`config.mk`:
```
export PLATFORM = sky130hd
export DESIGN_NAME = clk_div_param
export DESIGN_NICKNAME = d
export VERILOG_FILES = /design/src/rtl/clk_div_pkg.sv /design/src/rtl/clk_bypass_mux.sv /design/src/rtl/clk_div_param.sv
export SDC_FILE = /design/constraint.sdc
export NUM_CORES = 1
export LEC_CHECK = 0
export ABC_CLOCK_PERIOD_IN_PS = 4100
export CAP_MARGIN = 40
export CORE_MARGIN = 1
export CORE_UTILIZATION = 58
export CTS_BUF_LIST = sky130_fd_sc_hd__clkbuf_8 sky130_fd_sc_hd__clkbuf_16
export DETAILED_ROUTE_END_ITERATION = 8
export GPL_TIMING_DRIVEN = 0
export HOLD_SLACK_MARGIN = 0.12
export MAX_ROUTING_LAYER = met4
export PLACE_DENSITY = 0.85
export SLEW_MARGIN = 40
export SYNTH_ARGS = -nofsm -noshare
export SYNTH_HDL_FRONTEND = slang
export SYNTH_SLANG_ARGS = --single-unit
```
`constraint.sdc`:
```
create_clock -name CLK_Ref -period 4.1 [get_ports CLK_Ref]
set_clock_uncertainty 0.05 [all_clocks]
set_input_delay 0.82 -clock CLK_Ref [delete_from_list [all_inputs] [get_ports CLK_Ref]]
set_output_delay 0.82 -clock CLK_Ref [all_outputs]
set_load 0.1 [all_outputs]
```
`src/rtl/clk_div_pkg.sv`:
```
// Shared types and constants for the integer clock divider.
package clk_div_pkg;

  typedef enum logic {
    IDLE = 1'b0,
    RUN  = 1'b1
  } clk_div_state_t;

  localparam int DIV_MIN = 2;

endpackage

```
`src/rtl/clk_bypass_mux.sv`:
```
// 2:1 clock select between the reference and the divided clock.
module clk_bypass_mux (
  input  logic sel,
  input  logic in0,
  input  logic in1,
  output logic out
);

  // Isolated so synthesis can map it onto a library clock-mux cell.
  assign out = sel ? in1 : in0;

endmodule

```
`src/rtl/clk_div_param.sv`:
```
// Runtime-ratio integer clock divider with period tick and
// reference bypass when disabled or ratio below two.
module clk_div_param
  import clk_div_pkg::*;
#(
  parameter int DIV_WIDTH = 8
) (
  input  logic                 CLK_Ref,
  input  logic                 Reset,
  input  logic                 CLK_EN,
  input  logic [DIV_WIDTH-1:0] Div,
  output logic                 CLK_div_out,
  output logic                 Div_tick,
  output logic [DIV_WIDTH-1:0] Active_Div
);

  localparam logic [DIV_WIDTH:0] ONE = 1;
  localparam logic [DIV_WIDTH-1:0] MIN_N =
    DIV_WIDTH'(DIV_MIN);

  clk_div_state_t state;
  clk_div_state_t state_d;

  logic [DIV_WIDTH-1:0] div_q;
  logic [DIV_WIDTH-1:0] div_d;
  logic [DIV_WIDTH-1:0] cnt;
  logic [DIV_WIDTH-1:0] cnt_d;
  logic                 clk_q;
  logic                 clk_d;
  logic                 tick_q;
  logic                 tick_d;

  logic [DIV_WIDTH:0] h_q;
  logic [DIV_WIDTH:0] cnt_inc;
  logic               div_ok;
  logic               at_end;
  logic               run_sel;

  // Extra bit keeps (N+1)/2 exact when N is all ones.
  assign h_q     = ({1'b0, div_q} + ONE) >> 1;
  assign cnt_inc = {1'b0, cnt} + ONE;
  assign div_ok  = (Div >= MIN_N);
  assign at_end  = (cnt == div_q - DIV_WIDTH'(1));

  always_ff @(posedge CLK_Ref or posedge Reset) begin
    if (Reset) begin
      state <= IDLE;
    end else begin
      state <= state_d;
    end
  end

  always_comb begin
    state_d = state;
    unique case (state)
      IDLE: begin
        if (CLK_EN && div_ok) begin
          state_d = RUN;
        end
      end
      RUN: begin
        if (!CLK_EN) begin
          state_d = IDLE;
        end else if (at_end && !div_ok) begin
          state_d = IDLE;
        end
      end
      default: state_d = IDLE;
    endcase
  end

  always_comb begin
    div_d  = div_q;
    cnt_d  = cnt;
    clk_d  = clk_q;
    tick_d = 1'b0;
    unique case (state)
      IDLE: begin
        div_d = Div;
        cnt_d = '0;
        clk_d = 1'b0;
        if (CLK_EN && div_ok) begin
          clk_d  = 1'b1;
          tick_d = 1'b1;
        end
      end
      RUN: begin
        if (!CLK_EN) begin
          div_d = Div;
          cnt_d = '0;
          clk_d = 1'b0;
        end else if (at_end) begin
          // New ratio is only picked up on a period boundary.
          div_d  = Div;
          cnt_d  = '0;
          clk_d  = div_ok;
          tick_d = div_ok;
        end else begin
          cnt_d = cnt_inc[DIV_WIDTH-1:0];
          clk_d = (cnt_inc < h_q);
        end
      end
      default: begin
        cnt_d = '0;
        clk_d = 1'b0;
      end
    endcase
  end

  always_ff @(posedge CLK_Ref or posedge Reset) begin
    if (Reset) begin
      div_q  <= '0;
      cnt    <= '0;
      clk_q  <= 1'b0;
      tick_q <= 1'b0;
    end else begin
      div_q  <= div_d;
      cnt    <= cnt_d;
      clk_q  <= clk_d;
      tick_q <= tick_d;
    end
  end

  assign run_sel    = (state == RUN);
  assign Div_tick   = tick_q;
  assign Active_Div = div_q;

  clk_bypass_mux u_mux (
    .sel (run_sel),
    .in0 (CLK_Ref),
    .in1 (clk_q),
    .out (CLK_div_out)
  );

endmodule

```
==> results of run 1 <==
final timing paths:
| check | slack, ns | cells past startpoint | startpoint | end |
|---|---|---|---|---|
| max | 0.11 | 4 | CLK_Ref | CLK_div_out |
| min | 0.53 | 1 | cnt[0]$_DFF_PP0_ | cnt[0]$_DFF_PP0_ |
| max reg2reg | 1.52 | 8 | Active_Div[1]$_DFFE_PP0P_ | cnt[3]$_DFF_PP0_ |
| min reg2reg | 0.53 | 1 | cnt[0]$_DFF_PP0_ | cnt[0]$_DFF_PP0_ |
| max in group asynchronous | 2.93 | 2 | Reset | cnt[7]$_DFF_PP0_ |
| min in group asynchronous | 0.73 | 2 | Reset | Active_Div[5]$_DFFE_PP0P_ |
cell families (layout without fill, tap and decap cells):
group,after synthesis,in the layout,synth area share
AOI/OAI and AO/OA,17,17,0.117
buffers and inverters,12,39,0.0723
muxes,9,9,0.0749
and+or+nand+nor,43,43,0.170
xor gates and xnor gates,22,22,0.137
adders and majority gates,10,10,0.0892
DFF,19,19,0.339
metrics by stage:
step	util	area [sq um]	power [mW]
finish	0.745	1680	0.668
global route	0.745	1680	0.705
CTS	0.745	1680	0.674
detailed placement	0.706	1590	0.470
global placement	0.726	1640	0.473
floorplan	-	1400	0.419
worst max-delay path, cell delays in order:
cell           delay (ns)
clkbuf_8             0.11
clkbuf_8             0.12
mux2_2               0.25
dlygate4sd2_1        0.59
report_power, final:
group | leakage (nW) | internal (mW) | total (mW) | switching [mW]
clock | 0.0554 | 0.137 | 0.247 | 0.111
combinational | 0.452 | 0.0709 | 0.207 | 0.137
sequential | 0.238 | 0.199 | 0.213 | 0.0141
timing repair:
| item | CTS | global route |
|---|---|---|
| endpoints found under the hold margin | 0 | 0 |
| endpoints found under the setup margin | 1 | 0 |
| gates resized for setup | 1 | 0 |
cell usage in the layout, fill, tap and decap left out, types with 2 or more instances in the layout:
cell / n
dfrtp_1: 19
nand3_1: 8
ha_1: 10
nor3_1: 3
clkbuf_8: 9
xor2_1: 8
nor2_1: 4
buf_6: 3
nand4_1: 4
nand2_1: 8
buf_2: 9
mux2_2: 8
clkdlybuf4s50_1: 10
a21oi_1: 4
xnor2_1: 14
inv_1: 4
and2_1: 8
o21ai_0: 2
cell type report:
class / instances / area [sq um]
plain buffers: 7 / 82.6
clock buffers: 7 / 91.3
clock inverters: 1 / 5.00
fillers: 167 / 576
inverters: 5 / 18.8
multi-input cells: 101 / 826
flip-flops and latches: 19 / 475
well taps: 28 / 35.0
repair buffers: 19 / 145
registers in the layout, summed over array words and instances (netlist names):
name and cells:
run_sel 1, Active_Div 8, clk_q 1, Div_tick 1, cnt 8
cell usage after synthesis (4+ instances only):
cell,n
nor2_1,4
nand2_1,8
a21oi_1,4
mux2_2,8
nand3_1,8
xor2_1,8
and2_1,8
nand4_1,4
xnor2_1,14
inv_1,5
dfrtp_1,19
ha_1,10
layer usage:
metal | routed length, microns | track usage
met1 | 1260 | 0.342
met3 | 166 | 0.0595
met4 | 53 | 0.134
met5 | 0 | -
met2 | 1420 | 0.421
==> summary.md, run 1 <==
| Metric | Value |
|---|---|
| Nets | `181` |
| Worst endpoint data arrival time | `about 3.1 ns` |
| Layout area overhead | `19.7%` |
| Cells after Synth | `around 130` |
| Num ports | `21` |
| Port bufs | `20` |
| CP Class | `clk2out` |
| Reg clk slew, reported paths | `0.07 ns` |
| Placed Cells | `180` |
| Setup crit start kind | `clock port` |
| Global-route wire length before repair | `4950 microns` |
| Mean Syn Cell Area | `10.6 sq um` |
| Die area | `2620 sq um` |
| Pre-antenna DRT Iters | `4` |
| Pre-CTS WS | `-0.0146 ns` |
| Slew @ Worst Pin | `0.952 ns` |
| Initial Utilization | `0.622` |
| CP Max Fanout | `2` |
| Post-CTS Setup Inserts | `0` |
| Die Span Y | `roughly 51 microns` |
| Peak VDD IR | `0.000413 V` |
| Antenna Cells | `0` |
| Post-synth EDFFs | `0` |
| Hold Violations, Final | `0` |
| Register area share after synthesis | `0.339` |
| Hold_buf cts | `0` |
| Ys Warns | `0` |
| Crit path capture type | `output pin` |
| Hpwl dp | `2150 microns` |
| Max-Cap Viols | `0` |
| TritonCTS clock tree | `done` |
| Critical Path RT | `3.23 ns` |
| Wire per inst | `about 16 microns` |
| Hold_ws | `~0.53 ns` |
| Top-area cell type share of the netlist area | `0.339` |
| Dominant cells by area after synthesis | `dfrtp_1 34%, ha_1 8.9%, xnor2_1 8.7%, mux2_2 6.4%, xor2_1 5.0%` |
| Initial drt markers | `29` |
| PwrDens | `398 nW/um^2` |
| Tightest Hold Check Type | `reg2reg` |
| Total congestion overflow | `0` |
| Pin count of the biggest net entering global routing | `20` |
| Slew HR | `0.368` |
| Antenna violations before repair | `0` |
| Synth Register Bits | `19` |
| RSZ-0062 raised after global routing | `no` |
| Netlist Area Pre-Place | `1400 sq um` |
| Setup ws final | `0.111 ns` |
| Worst skew pair latency | `around 0.36 ns` |
| Async set-reset flop share out of synthesis | `1.00` |
| DR vias | `about 1,100` |
| Pleak | `0.746 nW` |
| Post-route DRC | `0` |
| Post-Layout Cell Count | `between 150 and 200` |
| Cell taking the most area after synthesis | `dfrtp_1` |
| Final slew viol count | `0` |
| Vias in the first global route | `around 1,100` |
| Layout cells sized above 1 | `0.252` |
| Outcome | `finished, final reports clean` |
| Die Wd | `approximately 51 microns` |
| Global Route Usage Sum | `0.274` |
| Post-route setup TNS | `0 ns` |
| # rows | `17` |
| Syn Nets | `153` |
| Final setup viols | `0` |
| Post-route ant nets | `0` |
| Prevailing post-synth register cell | `dfrtp_1` |
| Post-synth cell types | `37` |
| Final WL | `2900 microns` |
| Vias/cell | `5.82` |
| Placer Congestion | `0.857` |
| CORE AREA | `2250 sq um` |
No activity file was read; power rests on OpenSTA's default activity.
==> run 2, diff against run 1 <==
CTS_CLUSTER_SIZE = 30   (was unset)
==> results of run 2 <==
Same layout as run 1: the final DEF is identical, and so are final timing and power.
